$ cat src/rtl/fma_cluster_feeder_if.sv
// Edge-lane bundle between the feeder and the FMA cluster: per-lane req/data out, per-lane busy back.
interface fma_cluster_feeder_if #(
  parameter int N  = 3,
  parameter int FW = 32
);
  logic [N-1:0]    a_req_out;
  logic [FW*N-1:0] a_data_out;
  logic [N-1:0]    a_busy_in;
  logic [N-1:0]    b_req_out;
  logic [FW*N-1:0] b_data_out;
  logic [N-1:0]    b_busy_in;

  modport master (
    output a_req_out, a_data_out, b_req_out, b_data_out,
    input  a_busy_in, b_busy_in
  );

  modport slave (
    input  a_req_out, a_data_out, b_req_out, b_data_out,
    output a_busy_in, b_busy_in
  );
endinterface

$ cat src/rtl/fma_cluster_feeder.sv
// Captures A and B on start and streams them into the cluster edges one k-slice per beat.
// Registered outputs; beats wait for all edge lanes idle and a GAP-cycle spacing.
module fma_cluster_feeder #(
  parameter int N   = 3,
  parameter int FW  = 32,
  parameter int GAP = 1
) (
  input  logic                clk,
  input  logic                rst,
  input  logic                start_in,
  input  logic [FW*N*N-1:0]   matrix_a_in,
  input  logic [FW*N*N-1:0]   matrix_b_in,
  fma_cluster_feeder_if.master edge_if,
  output logic                busy_out,
  output logic                done_out
);
  localparam int KW = (N > 1) ? $clog2(N) : 1;
  localparam logic [KW-1:0] K_LAST = KW'(N - 1);
  localparam logic [3:0]    GAP_V  = 4'(GAP);

  typedef enum logic [1:0] {IDLE, FEED, FLUSH} state_t;

  state_t              state_q, state_d;
  logic [KW-1:0]       k_q, k_d;
  logic [3:0]          gap_q, gap_d;
  logic [FW*N*N-1:0]   a_mat_q, a_mat_d, b_mat_q, b_mat_d;
  logic [N-1:0]        a_req_q, a_req_d, b_req_q, b_req_d;
  logic [FW*N-1:0]     a_data_q, a_data_d, b_data_q, b_data_d;
  logic                busy_q, busy_d, done_q, done_d;
  logic                any_busy;

  assign any_busy = (|edge_if.a_busy_in) || (|edge_if.b_busy_in);

  always_comb begin
    state_d  = state_q;
    k_d      = k_q;
    gap_d    = gap_q;
    a_mat_d  = a_mat_q;
    b_mat_d  = b_mat_q;
    busy_d   = busy_q;
    a_req_d  = '0;
    b_req_d  = '0;
    a_data_d = '0;
    b_data_d = '0;
    done_d   = 1'b0;
    unique case (state_q)
      IDLE: begin
        if (start_in) begin
          a_mat_d = matrix_a_in;
          b_mat_d = matrix_b_in;
          k_d     = '0;
          gap_d   = '0;
          busy_d  = 1'b1;
          state_d = FEED;
        end
      end
      FEED: begin
        if (gap_q != 4'd0) begin
          gap_d = gap_q - 4'd1;
        end else if (!any_busy) begin
          // Beat k: A column k down the left edge, B row k across the top edge.
          a_req_d = '1;
          b_req_d = '1;
          for (int i = 0; i < N; i++) begin
            a_data_d[FW*i +: FW] = a_mat_q[FW*(i*N + int'(k_q)) +: FW];
            b_data_d[FW*i +: FW] = b_mat_q[FW*(int'(k_q)*N + i) +: FW];
          end
          gap_d = GAP_V;
          if (k_q == K_LAST) state_d = FLUSH;
          else               k_d     = k_q + KW'(1);
        end
      end
      FLUSH: begin
        if (gap_q != 4'd0) begin
          gap_d = gap_q - 4'd1;
        end else if (!any_busy) begin
          done_d  = 1'b1;
          busy_d  = 1'b0;
          state_d = IDLE;
        end
      end
      default: state_d = IDLE;
    endcase
  end

  always_ff @(posedge clk) begin
    if (rst) begin
      state_q  <= IDLE;
      k_q      <= '0;
      gap_q    <= '0;
      a_mat_q  <= '0;
      b_mat_q  <= '0;
      a_req_q  <= '0;
      b_req_q  <= '0;
      a_data_q <= '0;
      b_data_q <= '0;
      busy_q   <= 1'b0;
      done_q   <= 1'b0;
    end else begin
      state_q  <= state_d;
      k_q      <= k_d;
      gap_q    <= gap_d;
      a_mat_q  <= a_mat_d;
      b_mat_q  <= b_mat_d;
      a_req_q  <= a_req_d;
      b_req_q  <= b_req_d;
      a_data_q <= a_data_d;
      b_data_q <= b_data_d;
      busy_q   <= busy_d;
      done_q   <= done_d;
    end
  end

  assign edge_if.a_req_out  = a_req_q;
  assign edge_if.a_data_out = a_data_q;
  assign edge_if.b_req_out  = b_req_q;
  assign edge_if.b_data_out = b_data_q;
  assign busy_out           = busy_q;
  assign done_out           = done_q;
endmodule
$ cat src/flat_wrapper.sv
// flat-port wrapper written by rule: the top's interface ports become plain ports
module fma_cluster_feeder_flat 
#(
  parameter int N   = 3,
  parameter int FW  = 32,
  parameter int GAP = 1
)
  (clk, rst, start_in, matrix_a_in, matrix_b_in, busy_out, done_out, edge_if_a_req_out, edge_if_a_data_out, edge_if_b_req_out, edge_if_b_data_out, edge_if_a_busy_in, edge_if_b_busy_in);
  fma_cluster_feeder_if #(.N(N), .FW(FW)) edge_if_i ();
  input  logic clk;
  input  logic rst;
  input  logic start_in;
  input  logic [FW*N*N-1:0] matrix_a_in;
  input  logic [FW*N*N-1:0] matrix_b_in;
  output logic busy_out;
  output logic done_out;
  output wire logic [$bits(edge_if_i.a_req_out)-1:0] edge_if_a_req_out;
  output wire logic [$bits(edge_if_i.a_data_out)-1:0] edge_if_a_data_out;
  output wire logic [$bits(edge_if_i.b_req_out)-1:0] edge_if_b_req_out;
  output wire logic [$bits(edge_if_i.b_data_out)-1:0] edge_if_b_data_out;
  input wire logic [$bits(edge_if_i.a_busy_in)-1:0] edge_if_a_busy_in;
  input wire logic [$bits(edge_if_i.b_busy_in)-1:0] edge_if_b_busy_in;
  assign edge_if_a_req_out = edge_if_i.a_req_out;
  assign edge_if_a_data_out = edge_if_i.a_data_out;
  assign edge_if_b_req_out = edge_if_i.b_req_out;
  assign edge_if_b_data_out = edge_if_i.b_data_out;
  assign edge_if_i.a_busy_in = edge_if_a_busy_in;
  assign edge_if_i.b_busy_in = edge_if_b_busy_in;
  fma_cluster_feeder #(.N(N), .FW(FW), .GAP(GAP)) u_core (.clk(clk), .rst(rst), .start_in(start_in), .matrix_a_in(matrix_a_in), .matrix_b_in(matrix_b_in), .edge_if(edge_if_i), .busy_out(busy_out), .done_out(done_out));
endmodule
$ cat config.mk
export PLATFORM = sky130hd
export DESIGN_NAME = fma_cluster_feeder_flat
export DESIGN_NICKNAME = d
export VERILOG_FILES = /design/src/rtl/fma_cluster_feeder_if.sv /design/src/rtl/fma_cluster_feeder.sv /design/src/flat_wrapper.sv
export SDC_FILE = /design/constraint.sdc
export NUM_CORES = 2
export LEC_CHECK = 0
export ABC_AREA = 1
export BUFFER_PORTS_ARGS = -buffer_cell sky130_fd_sc_hd__buf_2
export CAP_MARGIN = 40
export CORE_AREA = 2 2 272 476
export CTS_BUF_LIST = sky130_fd_sc_hd__clkbuf_2 sky130_fd_sc_hd__clkbuf_4 sky130_fd_sc_hd__clkbuf_8
export DETAILED_ROUTE_END_ITERATION = 10
export DIE_AREA = 0 0 274 478
export SLEW_MARGIN = 40
export SYNTH_ARGS = -nofsm -noshare
export SYNTH_HDL_FRONTEND = slang
export SYNTH_SLANG_ARGS = --single-unit
$ cat constraint.sdc
create_clock -name clk -period 2.9 [get_ports clk]
set_input_delay 0.29 -clock clk [delete_from_list [all_inputs] [get_ports clk]]
set_output_delay 0.29 -clock clk [all_outputs]
set_load 0.05 [all_outputs]
== Word-level counts from Yosys, hierarchy flattened ==
Cells that the tools add are included.

* $add $sub $neg: 6
* Multiply operators: 1
* Eq/ne operators: 12
* Shift operators: 6
* Multiplexer cells: 23
* Bitwise gates (word level): 2
* Reduce and logical (&&, ||, !) cells: 16

{| class="wikitable"
|+ Operators by type and width
! cell !! count
|-
| $shiftx A288 B32 Y32 || 5
|-
| $shiftx A288 B8 Y32 || 1
|-
| $add A27 B2 Y27 const B || 1
|-
| $add A27 B3 Y27 const B || 1
|-
| $mux W2 || 10
|-
| $mux W4 || 4
|-
| $ne A2 B2 Y1 const B || 6
|-
| $pmux W4 S3 || 1
|-
| $reduce_or A3 Y1 || 4
|-
| $reduce_and A4 Y1 || 2
|-
| $pmux W2 S3 || 1
|-
| $reduce_and A6 Y1 || 1
|-
| $reduce_and A5 Y1 || 1
|-
| $add A3 B2 Y4 const A || 1
|-
| $eq A2 B2 Y1 const B || 2
|-
| $mul A2 B2 Y4 const B || 1
|-
| $mux W1 || 4
|-
| $ne A2 B1 Y1 const B || 2
|-
| $pmux W2 S2 || 1
|-
| $reduce_bool A2 Y1 || 2
|-
| $reduce_bool A4 Y1 || 1
|-
| $reduce_or A4 Y1 || 1
|-
| $sub A4 B1 Y4 const B || 1
|-
| $add A2 B2 Y3 const A || 1
|-
| other kinds (10) || 11
|}

* Register bits: 781
* Output and inout bits: 200
* Word-level logic and storage cells: 76

== Depth between registers and ports, before layout ==
* Depth after elaboration: 5
* Depth in mapped cells: 13
* Gate-level depth less buffers: 10

== Worst setup path before layout ==
OpenSTA, ideal clock, no wires.

* Path kind: register -> register
* From: reg u_core.k_q[0]
* To: reg u_core.b_data_q[50] (netlist: u_core.edge_if.b_data_out[50])
* Setup time: 0.116 ns
* Data arrival time: 2.299 ns
* Setup slack: 0.486 ns
* Stages on the path, launching flop included: 13
* Path buffers: 6
* Period minus slack after synthesis: 2.414 ns
* Cells stage by stage: dfxtp_1 inv_2 buf_2 buf_2 buf_2 ha_1 buf_2 inv_2 buf_2 clkbuf_1 o21ai_0 o21ai_1 nor2_2

* Longest elaborated chain between the ends: 3

{| class="wikitable"
|+ Ends and longest elaborated chain
! element !! RTL line !! text
|-
| from (decl) || fma_cluster_feeder.sv:24 || <nowiki>logic [KW-1:0] k_q, k_d;</nowiki>
|-
| from (signal assigned) || fma_cluster_feeder.sv:101 || <nowiki>k_q <= k_d;</nowiki>
|-
| $mul A2 B2 Y4 || fma_cluster_feeder.sv:66 || <nowiki>b_data_d[FW*i +: FW] = b_mat_q[FW*(int'(k_q)*N + i) +: FW];</nowiki>
|-
| $add A27 B2 Y27 || fma_cluster_feeder.sv:66 ||
|-
| $shiftx A288 B32 Y32 || fma_cluster_feeder.sv:66 ||
|-
| to (signal assigned) || fma_cluster_feeder.sv:108 || <nowiki>b_data_q <= b_data_d;</nowiki>
|-
| to (decl) || fma_cluster_feeder.sv:28 || <nowiki>logic [FW*N-1:0] a_data_q, a_data_d, b_data_q, b_data_d;</nowiki>
|}

No other way between the ends.
A chain may end at the register's enable or synchronous reset.

== Worst setup path in the final report ==
* From: reg u_core.state_q[0]
* To: reg u_core.b_mat_q[58]

* Longest elaborated chain between the ends: 2

{| class="wikitable"
|+ Ends and longest elaborated chain
! element !! RTL line !! text
|-
| from (decl) || fma_cluster_feeder.sv:23 || <nowiki>state_t state_q, state_d;</nowiki>
|-
| from (signal assigned) || fma_cluster_feeder.sv:100 || <nowiki>state_q <= state_d;</nowiki>
|-
| $logic_not A2 Y1 || fma_cluster_feeder.sv:46 || <nowiki>unique case (state_q)</nowiki>
|-
| $reduce_and A2 Y1 (no line) || -- ||
|-
| to (signal assigned) || fma_cluster_feeder.sv:104 || <nowiki>b_mat_q <= b_mat_d;</nowiki>
|-
| to (decl) || fma_cluster_feeder.sv:26 || <nowiki>logic [FW*N*N-1:0] a_mat_q, a_mat_d, b_mat_q, b_mat_d;</nowiki>
|}

No other way between the ends.

==> summary.txt <==
Seq cells post-synth -> 779
type of the worst min-delay path -> primary input to flop
Starting Density -> 24.75%
drt wl/cell -> 21.18 um
Slew @ Worst Pin -> 907.2 ps
Syn Inst Count -> 4,409
status -> finished, final reports clean
CTS max path bufs -> 3
Multi-input gate area -> 13,730 um^2
row count -> 174
commonest non-fill, non-tap cell in the layout -> nor2_1
Worst slew margin -> 39.52%
final setup fails -> 0
Post-DRT Antenna Nets -> 0
DR vias -> 35,275
Netlist cell types -> 30
largest net degree at the start of global routing -> 150
global-route wire length before repair -> 223,400 um
drt initial violations -> 2,825
Clock Latency Late Sink -> 840 ps
Core ar. -> 127,600 um^2
Crit path required time -> 3680 ps
total area of sequential cells -> 15,600 um^2
Setup WS post-layout -> 587.1 ps
I/O pin count -> 785
fill count -> 13,279
Cell Pwr Density -> 854.0 nW/um^2
FF-to-FF Start -> u_core.state_q[0]
Synth Area in XOR/XNOR -> 0.05548%
DRT Pass-1 Iters -> 7
post-synthesis mux area share -> 0%
Setup TNS -> 0 ps
Post-CTS Hold Fix Bufs -> 579
CP arrival -> 3100 ps
area grow syn2layout -> 44.77%
register area share after synthesis -> 49.39%
clock sinks -> 779
launch point of the worst path -> u_core.state_q[0]
Final GP Congestion -> 0.9364
worst hold path cell count -> 6
Resized Gates After CTS -> 0
die width -> 274 um
initial antenna violation count -> 61
Ys Warns -> 0
syn_area_per_cell -> 7.162 um^2
largest family of logic cells by synthesized area -> compound AO/OA/AOI/OAI gates
vias in the first global route -> 35,008
Final Instance Area -> 45,710 um^2
Syn Nets -> 5,003
hold endpoint -> u_core.done_out
Die Ht -> 478 um
Avg Vias per Cell -> 4.759
Layout Skew -> 70.33 ps
gr usage total -> 22.96%
Setup Fix Bufs, Post-CTS -> 0
Residual DRC -> 0
most frequent cells in the layout -> 993 x nor2_1, 784 x buf_2, 777 x dfxtp_1, 758 x o21ai_0, 579 x dlygate4sd3_1
GRT overflow -> 0
fmax -> 432.4 MHz
R2R depth -> 8
Post-layout nets -> 6,217
period utilization -> 79.75%
total CTS buffers -> 116
root buffer cell -> clkbuf_8
Simple-Gate Fraction of Synth Area -> 21.28%
Synth Cell Area -> 31,580 um^2
r2r setup slk -> 590 ps
critical path endpoint category -> flop
Lkg Pwr -> 0.01998 uW
Placed Area -> 37,180 um^2
final hold viol count -> 0
min-delay src -> edge_if_a_busy_in[0]
Pins Over Slew Limit -> 0
R2R Path End -> u_core.b_mat_q[58]
CTS tree -> done
RSZ-0062 raised after global routing -> false
die footprint -> 131,000 um^2
Critical Path Fanout Max -> 63
share of layout cells above drive strength 1 -> 20.05%
Total Wirelength -> 157,000 um
max_cap viols -> 0
H-Tree Depth -> 3
clk slew on worst S/H paths -> 80 ps
Synth Area in Adders -> 0.3566%
Compound-Gate Fraction of Synth Area -> 21.61%
post-DP HPWL -> 113,600 um
startpoint types -> flop
Post-Place Setup Slack -> 599.9 ps
minimum clock period -> 2313 ps
# port buffers -> 784
Worst VDD drop -> 0.4503 mV
kind of critical path -> flop to flop
[cells in the mapped netlist, drive strengths merged]
library cell     n  area share, %
nor2          1026             12
o21ai          861             14
dfxtp          779             49
nand2          504            6.0
a21oi          438            6.9
clkbuf         264            3.1
inv            220            2.6
nand3          103            1.7
buf             94            1.6
nor3            65            1.1
a2bb2oi         27           0.75
ha               9           0.36
a22oi            5           0.12
a31oi            4          0.079
nand4            2          0.040
o211ai           2          0.048
or2              2          0.040
a21boi           1          0.024
nand3b           1          0.024
xnor2            1          0.028
xor2             1          0.028
[per-layer routing]
layer | track usage (%) | vias up | wire (um)
li1 | - | 16827 | -
met5 | 0 | - | 320
met4 | 15.11 | 54 | 11210
met2 | 38.06 | 1745 | 71440
met1 | 25.64 | 16195 | 60080
met3 | 6.231 | 454 | 13970
[flip-flops by register name (all words and copies together) (netlist names)]
register,flops
u_core.a_mat_q,288
u_core.b_mat_q,288
u_core.edge_if.a_data_out,96
u_core.edge_if.b_data_out,96
u_core.gap_q,4
u_core.k_q,2
u_core.state_q,2
u_core.busy_out,1
u_core.done_out,1
u_core.edge_if.a_req_out,1
[worst max path at each step]
stage                                         end  slack (ps)  depth (start not counted)
floorplan           u_core.edge_if.b_data_out[50]         490                         12
global route                   u_core.b_mat_q[58]         460                          8
global placement    u_core.edge_if.b_data_out[33]         630                          8
CTS                            u_core.b_mat_q[58]         650                          8
finish                         u_core.b_mat_q[58]         590                          8
detailed placement  u_core.edge_if.b_data_out[32]         600                          8
[final cells by class]
type                       instances  area share [%]
clock inverter                    26          0.6405
inverter                         220           1.878
clock buffer                     191           5.244
sequential                       779           34.13
antenna                           19          0.1040
multi-input combinational       3052           30.03
tap                             1672           4.577
timing repair buffer            1454           23.39
[kinds of logic after synthesis]
family,Yosys count
and+or+nand+nor,1703
xor gates and xnor gates,2
AOI/OAI and AO/OA,1338
adders and majority gates,9
buffers and inverters,578
DFF,779
[worst max-delay path, cell delays in order (launching register included)]
cell	delay [ps]
dfxtp_1	360
inv_1	100
ha_1	250
nand2_4	150
buf_12	280
buf_12	290
o21ai_0	100
dlygate4sd3_1	570
a21oi_1	110
[stage by stage]
step	hold WS (ps)	power, uW	utilization (%)	std cells
2_1_floorplan	359.1	22930	-	4409
3_3_place_gp	438.1	27820	29.11	6596
3_5_place_dp	441.2	28030	29.14	6598
4_1_cts	115.7	39100	35.79	7394
5_1_grt	194.5	41330	35.81	7405
6_report	154.1	39040	35.83	7413
[report_power, final]
group / switching [uW] / internal (uW)
clock: 4680 / 5680
combinational: 9530 / 4630
sequential: 1480 / 13000
Power figures use the tool's default switching activity.
